===== config.mk =====
export PLATFORM = sky130hd
export DESIGN_NAME = parking_lane_sensor_flat
export DESIGN_NICKNAME = d
export VERILOG_FILES = /design/src/rtl/parking_lane_sensor_pkg.sv /design/src/rtl/parking_lane_sensor_if.sv /design/src/rtl/parking_lane_sensor_beam_filter.sv /design/src/rtl/parking_lane_sensor.sv /design/src/flat_wrapper.sv
export SDC_FILE = /design/constraint.sdc
export NUM_CORES = 1
export LEC_CHECK = 0
export BUFFER_PORTS_ARGS = -buffer_cell sky130_fd_sc_hd__buf_4
export CELL_PAD_IN_SITES_DETAIL_PLACEMENT = 0
export CELL_PAD_IN_SITES_GLOBAL_PLACEMENT = 2
export CORE_MARGIN = 4
export CORE_UTILIZATION = 25
export CTS_BUF_LIST = sky130_fd_sc_hd__clkbuf_16
export CTS_CLUSTER_DIAMETER = 150
export DETAILED_ROUTE_END_ITERATION = 8
export PLACE_DENSITY = 0.61
export SLEW_MARGIN = 20
export SYNTH_ARGS = -nofsm -noshare
export SYNTH_HDL_FRONTEND = slang
export SYNTH_HIERARCHICAL = 1
export SYNTH_SLANG_ARGS = --single-unit

===== constraint.sdc =====
create_clock -name clk -period 2.2 [get_ports clk]
set_input_delay 0.22 -clock clk [delete_from_list [all_inputs] [get_ports clk]]
set_output_delay 0.22 -clock clk [all_outputs]
set_load 0.02 [all_outputs]

===== src/rtl/parking_lane_sensor_pkg.sv =====
// Shared types and defaults for the parking lane direction decoder.
// The lane state enum and beam-pattern encoding are used by the top and the bench.
package parking_pkg;

    localparam int DEF_FILTER_CYCLES  = 4;
    localparam int DEF_TIMEOUT_CYCLES = 1000;

    typedef enum logic [2:0] {
        IDLE       = 3'd0,
        ENT1       = 3'd1,
        ENT2       = 3'd2,
        ENT3       = 3'd3,
        EXT1       = 3'd4,
        EXT2       = 3'd5,
        EXT3       = 3'd6,
        WAIT_CLEAR = 3'd7
    } lane_state_t;

    // Filtered beam pair, outer beam in the MSB
    typedef enum logic [1:0] {
        BEAMS_NONE = 2'b00,
        BEAMS_I    = 2'b01,
        BEAMS_O    = 2'b10,
        BEAMS_OI   = 2'b11
    } beam_pat_t;

    function automatic logic is_timed(input lane_state_t s);
        return (s != IDLE) && (s != WAIT_CLEAR);
    endfunction

    function automatic logic is_entry(input lane_state_t s);
        return (s == ENT1) || (s == ENT2) || (s == ENT3);
    endfunction

    function automatic logic is_exit(input lane_state_t s);
        return (s == EXT1) || (s == EXT2) || (s == EXT3);
    endfunction

endpackage


===== src/rtl/parking_lane_sensor_if.sv =====
// Lane-side signal bundle: beam and space inputs in, pulses and barrier/fault out.
// master drives the beams (sensor side / bench), slave is the decoder.
interface parking_lane_sensor_if;

    logic beam_outer;
    logic beam_inner;
    logic space_avail;
    logic entry_pulse;
    logic exit_pulse;
    logic gate_open;
    logic fault;

    modport master (
        output beam_outer,
        output beam_inner,
        output space_avail,
        input  entry_pulse,
        input  exit_pulse,
        input  gate_open,
        input  fault
    );

    modport slave (
        input  beam_outer,
        input  beam_inner,
        input  space_avail,
        output entry_pulse,
        output exit_pulse,
        output gate_open,
        output fault
    );

endinterface


===== src/rtl/parking_lane_sensor_beam_filter.sv =====
// Two-flop synchronizer followed by a stability counter; the filtered level
// only moves after FILTER_CYCLES consecutive samples disagree with it.
module beam_filter
    import parking_pkg::*;
#(
    parameter int FILTER_CYCLES = DEF_FILTER_CYCLES
) (
    input  logic clk,
    input  logic reset_n,
    input  logic i_beam,
    output logic o_level
);

    localparam int             CW       = (FILTER_CYCLES > 1) ? $clog2(FILTER_CYCLES + 1) : 1;
    localparam logic [CW-1:0]  CNT_LAST = CW'(FILTER_CYCLES - 1);

    logic          r_sync1;
    logic          r_sync2;
    logic          r_level;
    logic [CW-1:0] r_cnt;

    always_ff @(posedge clk or negedge reset_n) begin
        if (!reset_n) begin
            r_sync1 <= 1'b0;
            r_sync2 <= 1'b0;
        end else begin
            r_sync1 <= i_beam;
            r_sync2 <= r_sync1;
        end
    end

    // Any sample matching the current level restarts the run, so short pulses die here
    always_ff @(posedge clk or negedge reset_n) begin
        if (!reset_n) begin
            r_level <= 1'b0;
            r_cnt   <= '0;
        end else if (r_sync2 == r_level) begin
            r_cnt   <= '0;
        end else if (r_cnt == CNT_LAST) begin
            r_level <= r_sync2;
            r_cnt   <= '0;
        end else begin
            r_cnt   <= r_cnt + 1'b1;
        end
    end

    assign o_level = r_level;

endmodule


===== src/rtl/parking_lane_sensor.sv =====
// Lane direction decoder: filters both beams, tracks the break/clear order and
// emits one entry or exit pulse per completed passage, plus barrier and fault.
module parking_lane_sensor
    import parking_pkg::*;
#(
    parameter int FILTER_CYCLES  = DEF_FILTER_CYCLES,
    parameter int TIMEOUT_CYCLES = DEF_TIMEOUT_CYCLES
) (
    input logic                  clk,
    input logic                  reset_n,
    parking_lane_sensor_if.slave lane
);

    localparam int            DW        = (TIMEOUT_CYCLES > 2) ? $clog2(TIMEOUT_CYCLES) : 1;
    localparam logic [DW-1:0] DWELL_MAX = DW'(TIMEOUT_CYCLES - 1);

    logic [1:0]    w_beam_raw;
    logic [1:0]    w_beam_filt;
    beam_pat_t     w_pat;

    lane_state_t   r_state;
    lane_state_t   w_next;
    logic [DW-1:0] r_dwell;
    logic          r_space_ok;
    logic          r_entry_pulse;
    logic          r_exit_pulse;
    logic          r_gate_open;
    logic          r_fault;

    logic          w_space_ok_next;
    logic          w_entry_done;
    logic          w_exit_done;
    logic          w_gate_next;
    logic          w_fault_next;
    logic          w_timeout;

    assign w_beam_raw = {lane.beam_outer, lane.beam_inner};

    generate
        for (genvar gi = 0; gi < 2; gi++) begin : g_filt
            beam_filter #(
                .FILTER_CYCLES (FILTER_CYCLES)
            ) u_filt (
                .clk     (clk),
                .reset_n (reset_n),
                .i_beam  (w_beam_raw[gi]),
                .o_level (w_beam_filt[gi])
            );
        end
    endgenerate

    assign w_pat     = beam_pat_t'(w_beam_filt);
    assign w_timeout = is_timed(r_state) && (r_dwell == DWELL_MAX);

    always_comb begin
        w_next          = r_state;
        w_space_ok_next = r_space_ok;
        w_entry_done    = 1'b0;
        w_exit_done     = 1'b0;
        w_gate_next     = 1'b0;
        w_fault_next    = 1'b0;

        case (r_state)
            IDLE: begin
                case (w_pat)
                    BEAMS_O:  w_next = ENT1;
                    BEAMS_I:  w_next = EXT1;
                    BEAMS_OI: w_next = WAIT_CLEAR;
                    default:  w_next = IDLE;
                endcase
            end
            ENT1: begin
                case (w_pat)
                    BEAMS_OI:   w_next = ENT2;
                    BEAMS_NONE: w_next = IDLE;
                    BEAMS_I:    w_next = WAIT_CLEAR;
                    default:    w_next = ENT1;
                endcase
            end
            ENT2: begin
                case (w_pat)
                    BEAMS_I:    w_next = ENT3;
                    BEAMS_O:    w_next = ENT1;
                    BEAMS_NONE: w_next = WAIT_CLEAR;
                    default:    w_next = ENT2;
                endcase
            end
            ENT3: begin
                case (w_pat)
                    BEAMS_NONE: w_next = IDLE;
                    BEAMS_OI:   w_next = ENT2;
                    BEAMS_O:    w_next = WAIT_CLEAR;
                    default:    w_next = ENT3;
                endcase
            end
            EXT1: begin
                case (w_pat)
                    BEAMS_OI:   w_next = EXT2;
                    BEAMS_NONE: w_next = IDLE;
                    BEAMS_O:    w_next = WAIT_CLEAR;
                    default:    w_next = EXT1;
                endcase
            end
            EXT2: begin
                case (w_pat)
                    BEAMS_O:    w_next = EXT3;
                    BEAMS_I:    w_next = EXT1;
                    BEAMS_NONE: w_next = WAIT_CLEAR;
                    default:    w_next = EXT2;
                endcase
            end
            EXT3: begin
                case (w_pat)
                    BEAMS_NONE: w_next = IDLE;
                    BEAMS_OI:   w_next = EXT2;
                    BEAMS_I:    w_next = WAIT_CLEAR;
                    default:    w_next = EXT3;
                endcase
            end
            WAIT_CLEAR: begin
                if (w_pat == BEAMS_NONE) w_next = IDLE;
            end
            default: w_next = IDLE;
        endcase

        // A stuck passage overrides whatever the beams would have done this cycle
        if (w_timeout) w_next = WAIT_CLEAR;

        if (r_state == IDLE && w_next == ENT1) w_space_ok_next = lane.space_avail;

        w_entry_done = (r_state == ENT3) && (w_next == IDLE);
        w_exit_done  = (r_state == EXT3) && (w_next == IDLE);
        w_gate_next  = is_exit(w_next) || (is_entry(w_next) && w_space_ok_next);
        w_fault_next = (w_next == WAIT_CLEAR);
    end

    always_ff @(posedge clk or negedge reset_n) begin
        if (!reset_n) begin
            r_state    <= IDLE;
            r_space_ok <= 1'b0;
        end else begin
            r_state    <= w_next;
            r_space_ok <= w_space_ok_next;
        end
    end

    // Dwell only accumulates while a passage sits in one decoding state
    always_ff @(posedge clk or negedge reset_n) begin
        if (!reset_n) begin
            r_dwell <= '0;
        end else if (!is_timed(r_state) || (w_next != r_state)) begin
            r_dwell <= '0;
        end else if (r_dwell != DWELL_MAX) begin
            r_dwell <= r_dwell + 1'b1;
        end
    end

    always_ff @(posedge clk or negedge reset_n) begin
        if (!reset_n) begin
            r_entry_pulse <= 1'b0;
            r_exit_pulse  <= 1'b0;
            r_gate_open   <= 1'b0;
            r_fault       <= 1'b0;
        end else begin
            r_entry_pulse <= w_entry_done;
            r_exit_pulse  <= w_exit_done;
            r_gate_open   <= w_gate_next;
            r_fault       <= w_fault_next;
        end
    end

    assign lane.entry_pulse = r_entry_pulse;
    assign lane.exit_pulse  = r_exit_pulse;
    assign lane.gate_open   = r_gate_open;
    assign lane.fault       = r_fault;

endmodule


===== src/flat_wrapper.sv =====
// flat-port wrapper written by rule: the top's interface ports become plain ports
module parking_lane_sensor_flat import parking_pkg::*;
#(
    parameter int FILTER_CYCLES  = DEF_FILTER_CYCLES,
    parameter int TIMEOUT_CYCLES = DEF_TIMEOUT_CYCLES
)
  (clk, reset_n, lane_beam_outer, lane_beam_inner, lane_space_avail, lane_entry_pulse, lane_exit_pulse, lane_gate_open, lane_fault);
  parking_lane_sensor_if lane_i ();
  input logic clk;
  input logic reset_n;
  input wire logic [$bits(lane_i.beam_outer)-1:0] lane_beam_outer;
  input wire logic [$bits(lane_i.beam_inner)-1:0] lane_beam_inner;
  input wire logic [$bits(lane_i.space_avail)-1:0] lane_space_avail;
  output wire logic [$bits(lane_i.entry_pulse)-1:0] lane_entry_pulse;
  output wire logic [$bits(lane_i.exit_pulse)-1:0] lane_exit_pulse;
  output wire logic [$bits(lane_i.gate_open)-1:0] lane_gate_open;
  output wire logic [$bits(lane_i.fault)-1:0] lane_fault;
  assign lane_i.beam_outer = lane_beam_outer;
  assign lane_i.beam_inner = lane_beam_inner;
  assign lane_i.space_avail = lane_space_avail;
  assign lane_entry_pulse = lane_i.entry_pulse;
  assign lane_exit_pulse = lane_i.exit_pulse;
  assign lane_gate_open = lane_i.gate_open;
  assign lane_fault = lane_i.fault;
  parking_lane_sensor #(.FILTER_CYCLES(FILTER_CYCLES), .TIMEOUT_CYCLES(TIMEOUT_CYCLES)) u_core (.clk(clk), .reset_n(reset_n), .lane(lane_i));
endmodule

==> results_dict.tcl <==
set metrics [dict create \
    outcome "finished with violations" \
    violations "negative setup slack" \
    max-slew-margin-rel 0.7368 \
    clock_sink_count 30 \
    setup_slack_ns -0.02260 \
    power.density_cell_area_mw_per_mm2 1554 \
    via_count_of_the_first_global_routing_pass 1371 \
    cp-start-kind "flip-flop" \
    dp.final_hpwl_um 2700 \
    diodes 0 \
    clkSlewWorstSetupHoldPaths_ns 0.05 \
    cap_violations 0 \
    finish.net_count 211 \
    yosys.area.top_type_share 0.4451 \
    final_cells 273 \
    globalRouteMet3Util 0.02254 \
    chipWidth_um 90.14 \
    core_area_sq_mm 0.006459 \
    pin_count_of_the_biggest_net_entering_global_routing 31 \
    global_route.usage.met2 0.1693 \
    route.detailed.wl_per_inst_um 14.74 \
    vdd_drop_max_mv 0.5312 \
    worstHoldStart "lane_beam_inner" \
    starting_density_of_the_core 0.2611 \
    layout.cells.most_common "buf_4" \
    rsz0062_at_grt "yes" \
    ys_async_sr_fraction 1.000 \
    worstReg2RegEnd "u_core/r_dwell[2]" \
    final_hold_slack_ns 0.05371 \
    cell_area_synth_sq_mm 0.001687 \
    crit-reg2reg-launch "u_core/g_filt[1].u_filt/o_level" \
    arrival_time_of_data_at_the_critical_path_endpoint_ns 2.40 \
    p_leak_nw 1.019 \
    die-area_sq_mm 0.008124 \
    antenna_left 0 \
    routed-via-count 1296 \
    drt_wl_total_um 4025 \
    routabilityCongestion 0.8276 \
    detail_route.iter0.violations 30 \
    max_clock_freq_mhz 449.9 \
    seqCellArea_sq_um 755.7 \
    synth-edff-count 0 \
    crit_type "reg2reg" \
    drive_above_1_share 0.4643 \
    ff2ff_setup_slack_ns -0.02 \
    grt_first_pass_wirelength_um 6603 \
    critical_path.max_fanout 6 \
    route.detailed.drc 0 \
    commonest_cells_after_routing_fill_and_taps_aside "33 x buf_4, 26 x dfrtp_1, 11 x a21oi_1, 7 x nand2_1, 7 x nor2_1" \
    floorplan.die.height_um 90.14 \
    min_delay_worst_endpoint "u_core/g_filt[0].u_filt/r_sync1" \
    htree_levels 2 \
    number_of_slew_limit_violations_in_the_final_report 0 \
    critical_path.endpoint_type "flip-flop" \
    overflow 0 \
    drt_pass1_iterations 4 \
    finalCriticalPeriod_ns 2.223 \
    postSynthCellCount 156 \
    holdCritPathClass "in2reg" \
    port_buffers 8 \
    yosys_warnings 6 \
    synth_top_cell_by_area "dfrtp_1" \
    required_ns 2.38 \
    final.period_utilization 1.010 \
    power.total_w 0.003806 \
    worst-slew-pin-transition_ns 0.3948 \
    syn_area_per_cell_sq_um 10.81 \
    synth_cell_type_count 49 \
    fin_skew_ns 0.003426 \
    worstSkewPairLatency_ns 0.27 \
    numCtsBuffers 5 \
    r2r_cells 6 \
    multiInputGateArea_sq_mm 0.001080 \
    setup_violations 1 \
    worstHoldPathCells 1 \
    grt.total_usage 0.09974 \
    sequential_area_share_after_synthesis 0.4451 \
    syn2layout_area_growth_pct 45.18 \
    avgViaCountPerCell 4.747 \
    synth-seq-cells 30 \
    met1_usage 0.1201 \
    grt_most_used_layer "met2" \
    n_fill_cell 633 \
    report.final.hold_viol_count 0 \
    placed_cells 260 \
    cts_buffer_depth 2 \
    top_level_ports 9 \
    ctsRootBufferMaster "clkbuf_16" \
    yosys-top-cells-area "dfrtp_1 45%, ha_1 8.2%, a21oi_1 3.9%" \
    place_worst_setup_slack_ns -0.1211 \
    postSynth.topFlopCell "dfrtp_1" \
    tritoncts_clock_tree "built" \
    syn_nets 172 \
    util_after_layout 0.3791 \
    row_count 29 \
    initial_antenna_violation_count 0 \
]
==> area by class of cell <==
cell class / instances / share of cell area
multi-input combinational: 115 / 0.4410
tap: 77 / 0.03935
sequential: 30 / 0.3086
inverter: 6 / 0.01124
clock buffer: 5 / 0.05110
clock inverter: 3 / 0.02606
timing repair buffer: 37 / 0.1226
==> flip-flops by register name (all words and copies together) (netlist names) <==
signal,count
u_core/r_dwell,10
u_core/g_filt.u_filt/r_cnt,6
u_core/r_state,3
u_core/g_filt.u_filt/o_level,2
u_core/g_filt.u_filt/r_sync1,2
u_core/g_filt.u_filt/r_sync2,2
u_core/lane.entry_pulse,1
u_core/lane.exit_pulse,1
u_core/lane.fault,1
u_core/lane.gate_open,1
u_core/r_space_ok,1
==> stage by stage <==
step / cell area (sq um) / TNS (ns)
after floorplan: 1687 / 0
after global routing: 2449 / -0.6039
after global placement: 2002 / -0.05042
after detailed placement: 2002 / -0.4200
after CTS: 2318 / -0.05884
final: 2449 / -0.02260
==> kinds of logic after synthesis <==
kind of cell / synth area share
simple gates: 0.2085
flops: 0.4451
mux: 0.05490
buf+inv: 0.03783
xor+xnor: 0.04673
compound gates: 0.1254
fa+ha+maj: 0.08160
==> report_power, final <==
part	internal [W]	switching [W]	leakage [nW]
Sequential	0.000686	0.000176	0.387
Clock	0.000643	0.000226	0.0915
Combinational	0.00106	0.00101	0.541
Total	0.00239	0.00141	1.02
==> Yosys cell counts, types with 2 or more instances <==
cell,number
nor2b_4,2
or3_1,2
nor4_1,3
inv_1,5
o21ai_0,3
ha_1,11
nand4_1,3
nor2b_1,4
nor2_1,10
nand3b_1,3
a31oi_1,2
xor2_1,4
nor3_1,6
dfrtp_1,30
buf_4,2
nand2_1,7
nand3_1,2
buf_2,3
mux2i_1,4
mux2_2,2
a2111oi_0,2
mux2_4,2
nor3b_1,2
xnor2_1,5
a21oi_1,13
==> worst max-delay path by stage <==
stage / startpoint / depth (start not counted) / to
6_report: u_core/g_filt[1].u_filt/o_level / 6 / u_core/r_dwell[2]
5_1_grt: u_core/g_filt[1].u_filt/o_level / 8 / u_core/r_dwell[2]
4_1_cts: u_core/g_filt[0].u_filt/o_level / 9 / u_core/r_dwell[2]
3_5_place_dp: u_core/g_filt[1].u_filt/o_level / 9 / u_core/r_dwell[2]
3_3_place_gp: u_core/g_filt[0].u_filt/o_level / 10 / u_core/r_dwell[2]
2_1_floorplan: u_core/g_filt[0].u_filt/o_level / 8 / u_core/r_dwell[2]
==> layer usage <==
metal | routed length (um) | vias to the layer above
met3 | 99 | 7
met4 | 83 | 0
met5 | 0 | -
met2 | 1983 | 20
met1 | 1858 | 627
li1 | - | 642
==> worst max-delay path, stage by stage (launching register included) <==
cell	delay, ns
dfrtp_2	0.48
ha_2	0.23
o31ai_4	0.27
a21oi_2	0.11
or4_4	0.50
mux2_4	0.32
a221oi_2	0.22
==> what timing repair did <==
action	CTS	global route
hold endpoints to repair	30	0
resized for setup	22	26
hold buffers	1	0
endpoints found under the setup margin	10	12
setup buffers	3	0
gates cloned	1	0
pin swaps	7	10
(Power assumes the default switching activity.)
